### src/rtl/inst_axi_rd_bridge.sv
// inst_axi_rd_bridge: converts IF-stage instruction SRAM-style fetches into
// single-beat AXI reads. Up to OST_DEPTH reads may be outstanding; fs_cancel
// discards the responses of every read issued before the cancel.
// Optional macro INST_BRIDGE_RBUF_EN registers the R data path, so data_ok
// and rdata appear one cycle after the accepted R handshake.
module inst_axi_rd_bridge #(
    parameter int         OST_DEPTH = 2,
    parameter logic [3:0] ARID_VAL  = 4'h0
) (
    input  logic        clk,
    input  logic        reset,
    // IF-side SRAM-like interface
    input  logic        inst_sram_req,
    input  logic        inst_sram_wr,
    input  logic [1:0]  inst_sram_size,
    input  logic [31:0] inst_sram_addr,
    output logic        inst_sram_addr_ok,
    output logic        inst_sram_data_ok,
    output logic [31:0] inst_sram_rdata,
    input  logic        fs_cancel,
    // AXI AR channel
    output logic [3:0]  arid,
    output logic [31:0] araddr,
    output logic [7:0]  arlen,
    output logic [2:0]  arsize,
    output logic [1:0]  arburst,
    output logic        arvalid,
    input  logic        arready,
    // AXI R channel
    input  logic [3:0]  rid,
    input  logic [31:0] rdata,
    input  logic [1:0]  rresp,
    input  logic        rlast,
    input  logic        rvalid,
    output logic        rready
);

    typedef enum logic {AR_IDLE, AR_BUSY} ar_state_t;

    localparam logic [2:0] DEPTH = 3'(OST_DEPTH);

    ar_state_t   state, state_next;
    logic        accept;
    logic        rready_q;
    logic        r_hs;
    logic        r_dec;
    logic        discard;
    logic [2:0]  ost_cnt;
    logic [2:0]  disc_cnt;
    logic [31:0] araddr_q;
    logic [2:0]  arsize_q;

    // Responses are returned in issue order, so rid/rresp/rlast carry no information we need.
    logic unused_inputs;
    assign unused_inputs = ^{rid, rresp, rlast};

    // AR state register.
    always_ff @(posedge clk or posedge reset) begin
        if (reset) state <= AR_IDLE;
        else       state <= state_next;
    end

    // AR next-state and request acceptance; rready_q gates acceptance while reset is held.
    always_comb begin
        state_next = state;
        accept     = 1'b0;
        case (state)
            AR_IDLE: begin
                if (inst_sram_req && !inst_sram_wr && (ost_cnt < DEPTH) && rready_q) begin
                    accept     = 1'b1;
                    state_next = AR_BUSY;
                end
            end
            AR_BUSY: begin
                if (arready) state_next = AR_IDLE;
            end
            default: state_next = AR_IDLE;
        endcase
    end

    // Capture the request attributes on acceptance and hold them until the AR handshake.
    always_ff @(posedge clk or posedge reset) begin
        if (reset) begin
            araddr_q <= 32'h0;
            arsize_q <= 3'h0;
        end else if (accept) begin
            araddr_q <= inst_sram_addr;
            arsize_q <= {1'b0, inst_sram_size};
        end
    end

    // rready is held low during reset and high forever afterwards.
    always_ff @(posedge clk or posedge reset) begin
        if (reset) rready_q <= 1'b0;
        else       rready_q <= 1'b1;
    end

    assign r_hs    = rvalid && rready_q;
    assign r_dec   = r_hs && (ost_cnt != 3'd0);
    assign discard = fs_cancel || (disc_cnt != 3'd0);

    // Outstanding-read counter; a simultaneous accept and response cancel out.
    always_ff @(posedge clk or posedge reset) begin
        if (reset) begin
            ost_cnt <= 3'd0;
        end else begin
            case ({accept, r_dec})
                2'b10:   ost_cnt <= ost_cnt + 3'd1;
                2'b01:   ost_cnt <= ost_cnt - 3'd1;
                default: ost_cnt <= ost_cnt;
            endcase
        end
    end

    // Discard counter: on cancel, every read already outstanding must be dropped.
    always_ff @(posedge clk or posedge reset) begin
        if (reset) begin
            disc_cnt <= 3'd0;
        end else if (fs_cancel) begin
            disc_cnt <= r_dec ? (ost_cnt - 3'd1) : ost_cnt;
        end else if (r_hs && (disc_cnt != 3'd0)) begin
            disc_cnt <= disc_cnt - 3'd1;
        end
    end

`ifdef INST_BRIDGE_RBUF_EN
    logic        dok_q;
    logic [31:0] rdata_q;

    // Buffer accepted response data for one cycle.
    always_ff @(posedge clk or posedge reset) begin
        if (reset) begin
            dok_q   <= 1'b0;
            rdata_q <= 32'h0;
        end else begin
            dok_q <= r_hs && !discard;
            if (r_hs && !discard) rdata_q <= rdata;
        end
    end

    assign inst_sram_data_ok = dok_q && !fs_cancel;
    assign inst_sram_rdata   = inst_sram_data_ok ? rdata_q : 32'h0;
`else
    assign inst_sram_data_ok = r_hs && !discard;
    assign inst_sram_rdata   = inst_sram_data_ok ? rdata : 32'h0;
`endif

    assign inst_sram_addr_ok = accept;
    assign arid    = ARID_VAL;
    assign araddr  = araddr_q;
    assign arlen   = 8'h00;
    assign arsize  = arsize_q;
    assign arburst = 2'b01;
    assign arvalid = (state == AR_BUSY);
    assign rready  = rready_q;

endmodule
### config.mk
export PLATFORM = sky130hd
export DESIGN_NAME = inst_axi_rd_bridge
export DESIGN_NICKNAME = d
export VERILOG_FILES = /design/src/rtl/inst_axi_rd_bridge.sv
export SDC_FILE = /design/constraint.sdc
export NUM_CORES = 1
export LEC_CHECK = 0
export CAP_MARGIN = 25
export CORE_AREA = 2 2 73 110
export CTS_CLUSTER_DIAMETER = 100
export DETAILED_ROUTE_END_ITERATION = 10
export DIE_AREA = 0 0 75 112
export GPL_ROUTABILITY_DRIVEN = 0
export PLACE_DENSITY = 0.75
export SKIP_CTS_REPAIR_TIMING = 1
export SLEW_MARGIN = 20
export SYNTH_ARGS = -nofsm -noshare
export SYNTH_HDL_FRONTEND = slang
export SYNTH_SLANG_ARGS = --single-unit
### constraint.sdc
create_clock -name clk -period 1.55 [get_ports clk]
set_input_delay 0.155 -clock clk [delete_from_list [all_inputs] [get_ports clk]]
set_output_delay 0.155 -clock clk [all_outputs]
set_load 0.1 [all_outputs]
==> results of run 1 <==
-- state kept, by name, indices dropped and copies added (netlist names) --
register	count
araddr	32
disc_cnt	3
ost_cnt	3
arsize	2
arvalid	1
rready	1
-- cell usage after synthesis --
cell	instances
nor3_1	1
buf_6	3
mux2_4	27
a311oi_1	1
nand3_4	1
nand3_1	2
conb_1	2
ha_1	6
mux2i_1	4
mux2_2	8
a21oi_1	1
buf_4	15
nand2_1	2
and2_1	32
buf_2	1
inv_1	9
o21ai_0	3
dfrtp_1	42
a21oi_2	1
clkbuf_1	2
nor4b_4	2
nor2_1	2
xnor2_1	5
a211oi_1	1
-- worst max-delay path by stage --
stage / from / end / slack [ns] / depth (start not counted)
after floorplan: rready / inst_sram_rdata[0] / -0.38 / 4
after global placement: rvalid / inst_sram_rdata[31] / -0.23 / 6
after detailed placement: rvalid / inst_sram_rdata[31] / -0.26 / 6
after CTS: disc_cnt[0] / inst_sram_rdata[31] / -0.36 / 6
after global routing: disc_cnt[1] / inst_sram_rdata[4] / -0.39 / 7
final: disc_cnt[0] / inst_sram_rdata[10] / -0.31 / 7
-- kinds of logic after synthesis --
family / Yosys count / synth area share (%)
compound gates: 7 / 2.01
fa+ha+maj: 6 / 3.34
xor+xnor: 5 / 1.95
buf+inv: 30 / 8.58
flops: 42 / 46.8
mux: 39 / 23.8
other cells: 2 / 0.334
simple gates: 42 / 13.1
-- where the power goes --
group / switching, mW / leakage [nW] / internal (mW)
combinational: 4.64 / 1.83 / 3.18
sequential: 0.593 / 0.510 / 1.64
clock: 0.449 / 0.0698 / 0.597
total: 5.68 / 2.41 / 5.42
-- layout make-up --
class                      instances  area (sq um)  share of cell area [%]
multi-input combinational        115          1190                    22.6
sequential                        42          1060                    20.2
clock inverter                     3          21.3                   0.405
clock buffer                       5           125                    2.38
timing repair buffer             189          2690                    51.3
tap                              102           128                    2.43
inverter                           9          37.5                   0.715
-- layer usage --
metal	part of all wire, %	global-route usage (%)	vias up
li1	-	-	918
met1	35	15.3	938
met2	54	25.3	122
met3	10	5.70	6
met4	0.76	5.00	0
met5	0	0	-
-- metrics by stage --
| stage | cells | worst slack [ns] | cell area (sq um) |
|---|---|---|---|
| 2_1_floorplan | 187 | -0.376 | 2430 |
| 3_3_place_gp | 427 | -0.229 | 4670 |
| 3_5_place_dp | 427 | -0.265 | 4670 |
| 4_1_cts | 435 | -0.364 | 4820 |
| 5_1_grt | 465 | -0.388 | 5250 |
| 6_report | 465 | -0.307 | 5250 |
-- tightest hold or removal path, cell delays in order --
cell	delay (ns)
clkdlybuf4s50_1	0.41
clkinv_1	0.08
buf_12	0.23
==> results.cfg, run 1 <==
[setup_path]
end_kind = output pin
r2r_slack_ns = -0.22
r2r-start = arvalid
reg2regPathDepth = 6
reg2reg_to = araddr[2]
crit_required_ns = 1.39
arrival_ns = 1.70
crit_fanout = 8
cp-start-kind = flip-flop
crit_chain = inv_2, ha_4, nor4b_4, buf_6, clkbuf_16, and2_4, buf_12
slowest_delay_ns = 0.38
critical_path.top_delay_family = buffers and inverters
crit_type = flip-flop to output pin
crit_slowest_cell = dfrtp_1
cp_num_buf_inv = 4

[timing]
tns_ns = -13.96
rsz0062_at_grt = true
hold_viol_final = 0
min_period_over_period_pct = 120
max_freq_mhz = 539
fin_skew_ns = 0.00438
setup_ws_ns = -0.307
holdWs_ns = 0.214
final_max_slew_viol_count = 0
setup_violations = 65
finalCriticalPeriod_ns = 1.86

[cts]
cts_sinks = 42
htree_levels = 2
clkTransAtPathRegs_ns = 0.07
cts-root-buf = clkbuf_16
cts_tree = done
clock_latency_ns = 0.28
cts_buffer_depth = 2
numCtsBuffers = 5

[layout]
finalCoreUtilization_pct = 70.3
insertedDiodeCount = 0
area_growth_pct = 134
final_cell_mix = buf_12, clkdlybuf4s50_1, dfrtp_1
num-fill-cells = 481
drive_gt1_share_pct = 57.6
layout.nets = 448
layout_commonest_cell = buf_12

[logic_synthesis]
yosysTopAreaCellShare_pct = 46.8
ys_types = 24
synth.top_cells.by_area = dfrtp_1, mux2_4, and2_1
syn_area_sq_um = 2250
synth_top_area_cell = dfrtp_1
yosysWarningCount = 0
netlist_instances = 173
synth.avg_cell_area_sq_um = 13.0
ys_ff_latch = 42
yosysSeqAreaShare_pct = 46.8

[route]
wl_per_cell_microns = 15.6
routed_wl_microns = 7240
drt_iter0_markers = 26
drc = 0
viasPerCell = 4.27
via_count = 1984
antenna_left = 0
dr.pass1.iters = 4

[power]
powerDensity_nw_per_um2 = 2110
total_power_mw = 11.1
vdd_ir_drop_max_uv = 2010
p_leak_nw = 2.41

[die]
die_h_microns = 112
initial_core_util_pct = 30.1
coreArea_sq_um = 7470
dieArea_sq_um = 8400
die_w_microns = 75
rows = 39
ios = 165

[status]
violations = setup timing
outcome = complete, but fails checks

[placement]
io_buffer_count = 142
dpl.hpwl_microns = 5000

[global_route]
antenna_found_initial = 0
globalRouteOverflowTotal = 0
track_usage_pct = 14.5
grt_max_degree = 43
grt_pass1_vias = 2037
grt_pass1_wl_microns = 9540

[job]
maxCapViolCount = 0

[worst_hold_path]
hold_path.class = input port to asynchronous set/reset pin
No activity file was read; power rests on OpenSTA's default activity.
==> run 2: changes to the inputs <==
--- a/config.mk
+++ b/config.mk
@@ -5,7 +5,6 @@
 export SDC_FILE = /design/constraint.sdc
 export NUM_CORES = 1
 export LEC_CHECK = 0
-export CAP_MARGIN = 25
 export CORE_AREA = 2 2 73 110
 export CTS_CLUSTER_DIAMETER = 100
 export DETAILED_ROUTE_END_ITERATION = 10
==> results of run 2 <==
Final layout, timing and power as in run 1 (identical DEF).
